===== config.mk =====
export PLATFORM = sky130hd
export DESIGN_NAME = serial_tx_flat
export DESIGN_NICKNAME = d
export VERILOG_FILES = /design/src/rtl/serial_pkg.sv /design/src/rtl/serial_tx_if.sv /design/src/rtl/bit_timer.sv /design/src/rtl/serial_tx.sv /design/src/flat_wrapper.sv
export SDC_FILE = /design/constraint.sdc
export NUM_CORES = 1
export LEC_CHECK = 0
export ABC_CLOCK_PERIOD_IN_PS = 2200
export BUFFER_PORTS_ARGS = -buffer_cell sky130_fd_sc_hd__buf_4
export CAP_MARGIN = 20
export CORE_MARGIN = 4
export CORE_UTILIZATION = 40
export CTS_CLUSTER_SIZE = 30
export DETAILED_ROUTE_END_ITERATION = 7
export GPL_ROUTABILITY_DRIVEN = 1
export PLACE_DENSITY = 0.71
export RECOVER_POWER = 25
export REMOVE_ABC_BUFFERS = 1
export SETUP_SLACK_MARGIN = 0.15
export SLEW_MARGIN = 20
export SYNTH_ARGS = -nofsm -noshare
export SYNTH_HDL_FRONTEND = slang
export SYNTH_SLANG_ARGS = --single-unit

===== constraint.sdc =====
create_clock -name clk -period 2.2 [get_ports clk]
set_input_delay 0.44 -clock clk [delete_from_list [all_inputs] [get_ports clk]]
set_output_delay 0.44 -clock clk [all_outputs]
set_load 0.1 [all_outputs]

===== src/rtl/serial_pkg.sv =====
// Shared types and line constants for the serial transmit path.
// Frame: start bit, WIDTH data bits LSB first, stop bit.
package serial_pkg;

    typedef enum logic [1:0] {
        IDLE,
        START,
        DATA,
        STOP
    } state_t;

    localparam logic LINE_IDLE = 1'b1;
    localparam logic START_BIT = 1'b0;
    localparam logic STOP_BIT  = 1'b1;

    // Busy cycles taken by one complete frame.
    function automatic int frame_cycles(input int width, input int clks);
        return (width + 2) * clks;
    endfunction

endpackage


===== src/rtl/serial_tx_if.sv =====
// Word handshake and serial line bundle for serial_tx.
// master drives the word and load; slave owns the line and status.
interface serial_tx_if #(
    parameter int WIDTH = 8
);

    logic [WIDTH-1:0] data_in;
    logic             load;
    logic             ready;
    logic             tx;
    logic             busy;
    logic             done;

    modport master (
        output data_in,
        output load,
        input  ready,
        input  tx,
        input  busy,
        input  done
    );

    modport slave (
        input  data_in,
        input  load,
        output ready,
        output tx,
        output busy,
        output done
    );

endinterface


===== src/rtl/bit_timer.sv =====
// Bit period divider: tick marks the last clock of each bit.
// Counter is held at zero whenever run is low.
module bit_timer #(
    parameter int CLKS_PER_BIT = 4
) (
    input  logic clk,
    input  logic rst_n,
    input  logic run,
    output logic tick
);

    localparam int DW = (CLKS_PER_BIT > 1) ? $clog2(CLKS_PER_BIT) : 1;
    localparam logic [DW-1:0] LAST = DW'(CLKS_PER_BIT - 1);

    logic [DW-1:0] div;

    assign tick = run && (div == LAST);

    // Count 0..CLKS_PER_BIT-1 while running, wrap at each bit boundary.
    always_ff @(posedge clk) begin
        if (!rst_n || !run) begin
            div <= '0;
        end else if (tick) begin
            div <= '0;
        end else begin
            div <= div + DW'(1);
        end
    end

endmodule


===== src/rtl/serial_tx.sv =====
// Parallel-in serial-out transmitter with load/ready handshake.
// Every output is a register; ready is kept as the inverse of busy.
module serial_tx
    import serial_pkg::*;
#(
    parameter int WIDTH        = 8,
    parameter int CLKS_PER_BIT = 4
) (
    input logic      clk,
    input logic      rst_n,
    serial_tx_if.slave bus
);

    localparam int IW = (WIDTH > 1) ? $clog2(WIDTH) : 1;
    localparam logic [IW-1:0] LAST_BIT = IW'(WIDTH - 1);

    state_t           state;
    logic [WIDTH-1:0] shreg;
    logic [WIDTH-1:0] sh_next;
    logic [IW-1:0]    idx;
    logic             tx_q;
    logic             busy_q;
    logic             ready_q;
    logic             done_q;
    logic             tick;

    assign sh_next   = shreg >> 1;
    assign bus.tx    = tx_q;
    assign bus.busy  = busy_q;
    assign bus.ready = ready_q;
    assign bus.done  = done_q;

    bit_timer #(
        .CLKS_PER_BIT(CLKS_PER_BIT)
    ) u_timer (
        .clk  (clk),
        .rst_n(rst_n),
        .run  (busy_q),
        .tick (tick)
    );

    // Frame sequencer; the line value for the next cycle is registered here.
    always_ff @(posedge clk) begin
        if (!rst_n) begin
            state   <= IDLE;
            shreg   <= '0;
            idx     <= '0;
            tx_q    <= LINE_IDLE;
            busy_q  <= 1'b0;
            ready_q <= 1'b1;
            done_q  <= 1'b0;
        end else begin
            unique case (state)
                IDLE: begin
                    done_q <= 1'b0;
                    tx_q   <= LINE_IDLE;
                    if (bus.load && ready_q) begin
                        shreg   <= bus.data_in;
                        idx     <= '0;
                        state   <= START;
                        tx_q    <= START_BIT;
                        busy_q  <= 1'b1;
                        ready_q <= 1'b0;
                    end
                end
                START: begin
                    if (tick) begin
                        state <= DATA;
                        idx   <= '0;
                        tx_q  <= shreg[0];
                    end
                end
                DATA: begin
                    if (tick) begin
                        shreg <= sh_next;
                        if (idx == LAST_BIT) begin
                            state <= STOP;
                            tx_q  <= STOP_BIT;
                        end else begin
                            idx  <= idx + IW'(1);
                            tx_q <= sh_next[0];
                        end
                    end
                end
                STOP: begin
                    if (tick) begin
                        state   <= IDLE;
                        tx_q    <= LINE_IDLE;
                        busy_q  <= 1'b0;
                        ready_q <= 1'b1;
                        done_q  <= 1'b1;
                    end
                end
                default: begin
                    state <= IDLE;
                end
            endcase
        end
    end

endmodule


===== src/flat_wrapper.sv =====
// flat-port wrapper written by rule: the top's interface ports become plain ports
module serial_tx_flat import serial_pkg::*;
#(
    parameter int WIDTH        = 8,
    parameter int CLKS_PER_BIT = 4
)
  (clk, rst_n, bus_data_in, bus_load, bus_ready, bus_tx, bus_busy, bus_done);
  serial_tx_if #(.WIDTH(WIDTH)) bus_i ();
  input logic clk;
  input logic rst_n;
  input wire logic [$bits(bus_i.data_in)-1:0] bus_data_in;
  input wire logic [$bits(bus_i.load)-1:0] bus_load;
  output wire logic [$bits(bus_i.ready)-1:0] bus_ready;
  output wire logic [$bits(bus_i.tx)-1:0] bus_tx;
  output wire logic [$bits(bus_i.busy)-1:0] bus_busy;
  output wire logic [$bits(bus_i.done)-1:0] bus_done;
  assign bus_i.data_in = bus_data_in;
  assign bus_i.load = bus_load;
  assign bus_ready = bus_i.ready;
  assign bus_tx = bus_i.tx;
  assign bus_busy = bus_i.busy;
  assign bus_done = bus_i.done;
  serial_tx #(.WIDTH(WIDTH), .CLKS_PER_BIT(CLKS_PER_BIT)) u_core (.clk(clk), .rst_n(rst_n), .bus(bus_i));
endmodule

==> run metrics <==
GRT Overall Usage 14.1%; crit-path max FO 12; slowest stage cell, crit path or3_4; Max Slew Vio Count 0; # resized after CTS 0; status finished clean; Clock Skew a little under 0.006 ns; Final Setup Violations 0; Worst path max stage delay ~0.42 ns; mapped cell area 0.00113 mm^2; Root Driver clkbuf_4; syn avg cell area about 9.4 um^2; # diodes 0; Sink Count 19; Worst-Margin Slew around 0.54 ns; Final Util 48.6%; area of the core 0.00259 mm^2; IO buf count 14; Seq pwr share between 30% and 40%; CP top delay family simple AND/OR/NAND/NOR gates; Worst Setup Path Type flip-flop to flip-flop; unrepaired setup endpoints after global routing no; top cell type by total area after synthesis dfxtp_1; fin crit share between 80% and 90%; Fillers roughly 250; RD Place Congestion just under 0.8; Worst Path Required 2.42 ns; footprint of the multi-input gates just under 700 um^2; r2r startpoint u_core.state[0]; Reg2Reg Depth 5; WHS Endpoint u_core.u_timer.div[0]; synth top area cells dfxtp_1 34%, ha_1 8.9%, mux2_2 7.0%; CP Capture Type flip-flop; routed via count slightly above 900; main flop type after synthesis dfxtp_1; yosys warns 0; Min-Delay Path Class flip-flop to flip-flop; synth unique cells 32; most frequent cell after synthesis dfxtp_1; DR DRC count 0; LEAKAGE approximately 0.53 nW; vias in the first global route between 800 and 900; clock period minus worst slack roughly 1.8 ns; share of post-route cells with drive strength above 1 between 20% and 30%; Int Power approximately 0.81 mW; critical-path cell list inv_1 -> ha_2 -> or3_4 -> a221oi_4 -> mux2i_1; Worst Min Path Start u_core.u_timer.div[0]; Post-synth EDFFs 0; initial antenna violation count 0; Buffers & Inverters on Critical Path 1; total CTS buffers 3; Syn-to-layout area delta 11.9%; number of I/O pins 15; cells after synthesis 120; Place WS approximately 0.26 ns; most frequent cells after synthesis 19 x dfxtp_1, 15 x nand2_1, 8 x ha_1; startpoint types flip-flop; Starting DRT DRC Count 26; DRT Pass-1 Iters 4; nets between 100 and 150; cts hold-fix bufs 0; Post-CTS Setup Inserts 0; post-synthesis async set-or-reset flop share 0%; CTS tree done; share of the synthesized area in the top cell type between 30% and 40%; initial core utilization between 40% and 50%; sequential area share after synthesis about a third; Hold Path Depth 1; first-pass GRT wire length 4040 um; relative slew slack 64.2%; vias per cell between 5 and 6; pwr dens between 1000 and 1500 mW/mm^2; MaxCap Viol Count 0; htree depth 1; WHS roughly 0.44 ns; Clock Latency Late Sink slightly below 0.3 ns; VDD IR max between 0.0006 and 0.0007 V; final hold vios 0; Cell Rows 18; combinational share of power roughly 53%; setup ws final approximately 0.37 ns; wire per inst ~15 um; Seq cells post-synth 19; CP startpoint u_core.state[0]; Sw Ratio ~44%; setup TNS 0 ns; maximum clock rate 547 MHz; Worst-path clk slew 0.11 ns; die height between 60 and 70 um; Clock Path Buffers 2; R2R Path End u_core.state[1]; Sw Pwr about 0.64 mW; die area 0.00373 mm^2; Sequential Area ~380 um^2; WL final roughly 2400 um; die width ~61 um; Overflow after GRT 0; pin count of the biggest net entering global routing 32; FF-to-FF setup slack 0.37 ns; DPL Wire Length between 1500 and 2000 um; Arr. time, crit path roughly 2 ns; Routed Antenna Nets 0; clock power share about an eighth
-- kinds of logic (layout without fill, tap and decap cells) --
| group | after synthesis | after routing | share of synthesized area (%) |
|---|---|---|---|
| muxes | 12 | 12 | 11.4 |
| DFF | 19 | 19 | 33.8 |
| adders and majority gates | 8 | 8 | 8.89 |
| AOI/OAI and AO/OA | 36 | 36 | 26.1 |
| buffers and inverters | 14 | 23 | 5.44 |
| and+or+nand+nor | 31 | 31 | 14.3 |
-- final cells by class --
class / count / area share (%)
Tap cell: 30 / 2.98
Sequential cell: 19 / 30.2
Inverter: 4 / 1.19
Timing Repair Buffer: 15 / 8.74
Multi-Input combinational cell: 87 / 54.8
Clock buffer: 4 / 2.09
-- per-layer routing --
metal,GRT usage (%),wire (um),vias up
met5,0,0,-
met4,3.10,9,0
met3,1.89,84,2
met2,24.3,1150,14
met1,18.7,1140,437
li1,-,-,473
-- power by group through the flow --
| stage | clock [mW] | combinational, mW | sequential (mW) |
|---|---|---|---|
| floorplan | 0 | 0.491 | 0.599 |
| global placement | 0 | 0.747 | 0.505 |
| detailed placement | 0 | 0.771 | 0.511 |
| CTS | 0.186 | 0.775 | 0.503 |
| global route | 0.199 | 0.851 | 0.516 |
| finish | 0.173 | 0.774 | 0.506 |
-- through the flow --
stage	std cells	power (mW)	cell area (um^2)
6_report	159	1.45	1260
4_1_cts	159	1.46	1260
3_5_place_dp	155	1.28	1230
2_1_floorplan	110	1.09	1080
5_1_grt	159	1.57	1260
3_3_place_gp	155	1.25	1230
-- flip-flops by register name, indices dropped and copies added (netlist names) --
name,cells
u_core.bus.busy,1
u_core.bus.done,1
u_core.bus.ready,1
u_core.bus.tx,1
u_core.idx,3
u_core.shreg,8
u_core.state,2
u_core.u_timer.div,2
-- layout by cell type (no fill, tap or decap), drive strengths merged, types with 2 or more instances in the layout --
cell and instances:
mux2i 5, ha 8, and4b 2, a31oi 2, a21oi 2, clkbuf 5, buf 14, o311ai 7
mux2 7, nor2 2, dfxtp 19, a21boi 6, nand2 15, o2111ai 7, o21ai 6, nand3 6
inv 4, and3 2
-- how the worst max path moves through the flow --
stage / to / slack, ns / depth (start not counted)
floorplan: u_core.shreg[0] / 0.27 / 3
global placement: u_core.state[0] / 0.38 / 5
detailed placement: u_core.state[1] / 0.26 / 5
CTS: u_core.state[1] / 0.21 / 5
global route: u_core.state[0] / 0.29 / 5
finish: u_core.state[1] / 0.37 / 5
-- worst reg2reg max path, delay by kind of cell (launching register included) --
| kind | cells | cell delay [ns] |
|---|---|---|
| AOI/OAI and AO/OA | 1 | 0.31 |
| DFF | 1 | 0.40 |
| buffers and inverters | 1 | 0.11 |
| muxes | 1 | 0.23 |
| and+or+nand+nor | 1 | 0.42 |
| adders and majority gates | 1 | 0.29 |
(Power assumes the default switching activity.)
